==> src/rtl/alu_core_reg.sv <==
// Registered WIDTH-bit ALU: add/subtract with carry, bitwise OR/AND.
// Result and carry are captured every clock with one cycle of latency.
module alu_core_reg #(
    parameter int unsigned WIDTH = 8
) (
    input  logic             clk,
    input  logic             rst_n,
    input  logic [WIDTH-1:0] A,
    input  logic [WIDTH-1:0] B,
    input  logic [1:0]       op_code,
    input  logic             c_in,
    output logic [WIDTH-1:0] y,
    output logic             c_out
);

    typedef enum logic [1:0] {
        OP_ADD = 2'b00,
        OP_SUB = 2'b01,
        OP_OR  = 2'b10,
        OP_AND = 2'b11
    } op_e;

    op_e              w_op;
    logic [WIDTH-1:0] w_b_eff;
    logic [WIDTH:0]   w_sum;
    logic [WIDTH-1:0] w_y;
    logic             w_c;
    logic [WIDTH-1:0] r_y;
    logic             r_c;

    assign w_op = op_e'(op_code);

    // SUB reuses the adder with B inverted; c_in then acts as not-borrow-in.
    assign w_b_eff = (w_op == OP_SUB) ? ~B : B;
    assign w_sum   = {1'b0, A} + {1'b0, w_b_eff} + {{WIDTH{1'b0}}, c_in};

    always_comb begin
        w_y = '0;
        w_c = 1'b0;
        case (w_op)
            OP_ADD, OP_SUB: begin
                w_y = w_sum[WIDTH-1:0];
                w_c = w_sum[WIDTH];
            end
            OP_OR:  w_y = A | B;
            OP_AND: w_y = A & B;
            default: begin
                w_y = '0;
                w_c = 1'b0;
            end
        endcase
    end

    always_ff @(posedge clk or negedge rst_n) begin
        if (!rst_n) begin
            r_y <= '0;
            r_c <= 1'b0;
        end else begin
            r_y <= w_y;
            r_c <= w_c;
        end
    end

    assign y     = r_y;
    assign c_out = r_c;

endmodule

==> config.mk <==
export PLATFORM = sky130hd
export DESIGN_NAME = alu_core_reg
export DESIGN_NICKNAME = d
export VERILOG_FILES = /design/src/rtl/alu_core_reg.sv
export SDC_FILE = /design/constraint.sdc
export NUM_CORES = 1
export LEC_CHECK = 0
export CAP_MARGIN = 20
export CORE_MARGIN = 2
export CORE_UTILIZATION = 25
export DETAILED_ROUTE_END_ITERATION = 12
export DONT_BUFFER_PORTS = 1
export MAX_ROUTING_LAYER = met4
export PLACE_DENSITY = 0.48
export SLEW_MARGIN = 10
export SYNTH_ARGS = -nofsm -noshare
export SYNTH_HDL_FRONTEND = slang
export SYNTH_SLANG_ARGS = --single-unit
==> constraint.sdc <==
create_clock -name clk -period 0.8 [get_ports clk]
set_input_delay 0.16 -clock clk [delete_from_list [all_inputs] [get_ports clk]]
set_output_delay 0.16 -clock clk [all_outputs]
set_load 0.02 [all_outputs]
After elaboration in Yosys (flattened, before gate mapping)

Index checks and enable logic that the tools add are counted.

Register bits after elaboration: 9
Bits of input ports: 21
Logic and storage cells: 15
Output and inout port bits: 9

Reduce and logical (&&, ||, !) cells: 2
Multiplexer cells: 3
Bitwise gates (word level): 3
$add $sub $neg: 2
Equality and inequality tests: 3

Operators with widths:

| kind                                                 | number |
|---|---|
| case mux 8 bit (3 select lines)                      | 1 |
| adder 8 x 8 -> 9 bit                                 | 1 |
| adder 9 x 1 -> 9 bit                                 | 1 |
| bitwise AND 8 bit                                    | 1 |
| 2-to-1 mux 8 bit                                     | 1 |
| NOT 8 bit                                            | 1 |
| OR 8 bit                                             | 1 |
| equality test 2 bit (second input constant)          | 2 |
| equality test 2 x 1 -> 1 bit (second input constant) | 1 |
| logical NOT 2 bit                                    | 1 |
| OR reduction 2 bit                                   | 1 |
| 2-to-1 mux 1 bit                                     | 1 |

Depth between registers and ports, before layout

Depth after elaboration: 5
Mapped depth: 11

Worst setup path after synthesis

No wires, ideal clock.

Path type: in2reg
Start: input op_code[1]
End: register r_c (netlist: c_out)
Path slack: -1255 ps
Stages: 11
Path buffers: 1
Data required time: 667 ps
Arrival: 1922 ps
Cell sequence: buf_2 -> inv_1 -> nand2_2 -> xor2_1 -> fa_1 -> inv_1 -> fa_1 -> a21oi_1 -> o211ai_1 -> a21oi_1 -> o22ai_1

Cells in the longest elaborated chain, start to end: 5

Ends and longest elaborated chain:

| element                      | RTL line | RTL |
|---|---|---|
| from (decl)                  | 10       | `input logic [1:0] op_code,` |
| equality test 2 x 1 -> 1 bit | 34, 40   |  |
| 2-to-1 mux 8 bit             | 34       | `assign w_b_eff = (w_op == OP_SUB) ? ~B : B;` |
| adder 8 x 8 -> 9 bit         | 35       | `assign w_sum = {1'b0, A} + {1'b0, w_b_eff} + {{WIDTH{1'b0}}, c_in};` |
| adder 9 x 1 -> 9 bit         | 35       |  |
| 2-to-1 mux 1 bit (*)         | 40       | `case (w_op)` |
| via w_c                      | 27       | `logic w_c;` |
| to (signal assigned)         | 60       | `r_c <= w_c;` |
| to (decl)                    | 29       | `logic r_c;` |

The timed path passes the listed nets; every way through them passes the cells marked *.

Final worst setup path

Start: input op_code[1]
End: register r_y[7] (netlist: y[7])

Cells in the longest elaborated chain, start to end: 5

Ends and longest elaborated chain:

| element                             | RTL line | RTL |
|---|---|---|
| equality test 2 x 1 -> 1 bit        | 34, 40   |  |
| 2-to-1 mux 8 bit                    | 34       |  |
| adder 8 x 8 -> 9 bit                | 35       |  |
| adder 9 x 1 -> 9 bit                | 35       |  |
| case mux 8 bit (3 select lines) (*) | 40       |  |
| via w_y[7]                          | 26       | `logic [WIDTH-1:0] w_y;` |
| to (signal assigned)                | 59       | `r_y <= w_y;` |
| to (decl)                           | 28       | `logic [WIDTH-1:0] r_y;` |

Marked as above.

==> results.yml <==
run_status:
  status: "finished with violations"
  violations: "negative hold slack, negative setup slack"
global_route:
  grt_use_total_pct: 13.2
  grt_max_degree: 17
  grt_pass1_wl_um: 3510
  grt_pass1_vias: 785
  grt_overflow: 0
  antenna_found_initial: 0
placement:
  dp_hpwl_um: 1620
  portBuffers: 0
  finalWeightedCongestion: 0.830
detailed_routing:
  wire_per_inst_um: 14.0
  firstDrtPassIters: 4
  postRouteAntennaNets: 0
  first_iter_violations: 28
  drc: 0
  via_per_inst: 4.67
  wl_um: 2240
  vias: 747
timing:
  final_hold_viol_count: 1
  max_freq_ghz: 0.687
  timing.final.crit_period_ps: 1460
  finalCritPeriodShare_pct: 182
  fin_ws_ps: -657
  slew_headroom_pct: 74.9
  slew_violations: 0
  tightest_slew_ps: 375
  whs_ps: -19.7
  setup_violations: 18
  tns_ps: -5020
  rsz0062_at_grt: "true"
setup_path:
  crit_path_cell_trace: "inv_16, nand2_8, buf_12, buf_8, xnor2_2, ha_1, a21boi_4, o31a_1, o31ai_2"
  critPathMaxFanout: 16
  crit_slowest_cell: "ha_1"
  cp_num_cells: 9
  worst_setup_path_end_kind: "flip-flop"
  critPathLaunchType: "input pin"
  worst-path-buf-inv: 3
  critPathKind: "input pin to flip-flop"
  cp.arrival_ps: 1620
  path_delay_family: "compound AO/OA/AOI/OAI gates"
  worstPathRequired_ps: 960
  max_stage_delay_ps: 310
pwr:
  p_leak_nw: 0.544
  ir_drop_mv: 0.428
  p_per_area_nw_per_um2: 1470
synth:
  yosys_register_bits: 9
  yosys_most_used_dff: "dfrtp_1"
  synth_cells: 88
  ys_top_cells_by_area: "dfrtp_1 27%, ha_1 11%, xnor2_1 11%, maj3_1 9.7%, fa_1 4.8%"
  post-synth-top-count-cell: "xnor2_1"
  yosys.area.top_type: "dfrtp_1"
  syn-cell-area_um2: 827
  ys_top_cells_by_count: "10 x xnor2_1, 9 x dfrtp_1, 8 x maj3_1"
  synth_edf_count: 0
  synth_cell_types: 35
  synth_top_area_share_pct: 27.2
  syn_area_per_cell_um2: 9.40
  synth-seq-area-share_pct: 27.2
  yosys_warnings: 0
  async_flop_share_pct: 100
  synth_nets: 118
clock_tree:
  tritoncts: "built"
  clk_pin_slew_ps: 60
  cts_buffers: 3
  cts_hold_buf: 3
  root_buffer: "clkbuf_4"
  cts_buffer_depth: 2
  htreeDepth: 1
  cts_sinks: 9
run:
  max-cap-violations: 0
min_path:
  min_delay_path_depth: 1
  hold_class: "input pin to flip-flop"
final_layout:
  final_nets: 147
  drive_gt1_share_pct: 53.4
  multi_input_area_um2: 758
  ff_latch_area_um2: 230
  synthToLayoutAreaGrowth_pct: 64.6
  diodes: 0
  fillers: 317
die:
  core_area_um2: 3100
  die_x_um: 61.5
  die_y_um: 61.5
  row_count: 20
  dieArea_um2: 3780
  num_io_pins: 30
  initial_core_util_pct: 26.7
==> sequential cells by signal, indices dropped and copies added (netlist names) <==
signal	cells
y	8
c_out	1
==> through the flow <==
step	worst slack, ps	util, %	power [mW]	instance area, um2	cells
2_1_floorplan	-1060	-	1.16	891	88
3_3_place_gp	-1020	33.6	1.34	1040	145
3_5_place_dp	-1030	33.6	1.35	1040	145
4_1_cts	-696	40.8	1.87	1260	160
5_1_grt	-703	43.9	2.14	1360	160
6_report	-657	43.9	2.00	1360	160
==> final timing paths <==
path                       slack (ps)              to        from
setup / recovery                 -660  y[7]$_DFF_PN0_  op_code[1]
hold / removal                    -20  y[2]$_DFF_PN0_  op_code[1]
max in group asynchronous         250  y[1]$_DFF_PN0_       rst_n
min in group asynchronous         250  y[3]$_DFF_PN0_       rst_n
==> layout make-up <==
class | instances | share of cell area, %
multi-input cells | 69 | 55.7
repair buffers | 27 | 18.3
flip-flops and latches | 9 | 16.9
well taps | 44 | 4.04
inverters | 7 | 3.12
clock buffers | 4 | 1.93
==> cell usage in the layout (no fill, tap or decap), drive strengths merged <==
| cell | instances |
|---|---|
| a21oi | 7 |
| o22ai | 1 |
| nand4 | 1 |
| o21ai | 5 |
| nor2b | 1 |
| a21boi | 1 |
| dfrtp | 9 |
| o31ai | 2 |
| o311ai | 1 |
| nand3b | 1 |
| ha | 7 |
| nand3 | 2 |
| nor4 | 1 |
| dlygate4sd3 | 3 |
| nor3b | 1 |
| mux2 | 1 |
| xnor2 | 10 |
| o21bai | 1 |
| inv | 7 |
| fa | 2 |
| nand2 | 7 |
| nor2 | 3 |
| buf | 24 |
| maj3 | 8 |
| o211ai | 1 |
| clkbuf | 4 |
| a211o | 1 |
| and3 | 1 |
| nand2b | 1 |
| o31a | 1 |
| xor2 | 1 |
==> power by group <==
part	switching (mW)	internal [mW]
sequential	0.128	0.540
clock	0.147	0.191
combinational	0.411	0.579
==> cell families after synthesis <==
kind of cell | Yosys count | share of synthesized area [%]
compound gates | 21 | 17.2
simple gates | 19 | 11.8
fa+ha+maj | 17 | 25.1
xor+xnor | 11 | 11.6
buf+inv | 10 | 5.60
flops | 9 | 27.2
mux | 1 | 1.36
==> per-layer routing <==
| metal | routed length, um | GRT usage (%) |
|---|---|---|
| met3 | 171 | 2.73 |
| met2 | 1040 | 21.2 |
| met5 | 0 | - |
| met1 | 1000 | 16.4 |
| met4 | 25 | 4.56 |
==> repair_timing <==
| action | 4_1_cts | 5_1_grt |
|---|---|---|
| hold endpoints to repair | 11 | 1 |
| setup endpoints to repair | 18 | 18 |
| setup buffers | 8 | 1 |
| pin swaps | 21 | 12 |
| gates resized for setup | 18 | 20 |
Note: power is estimated with default switching activity, not from simulation.
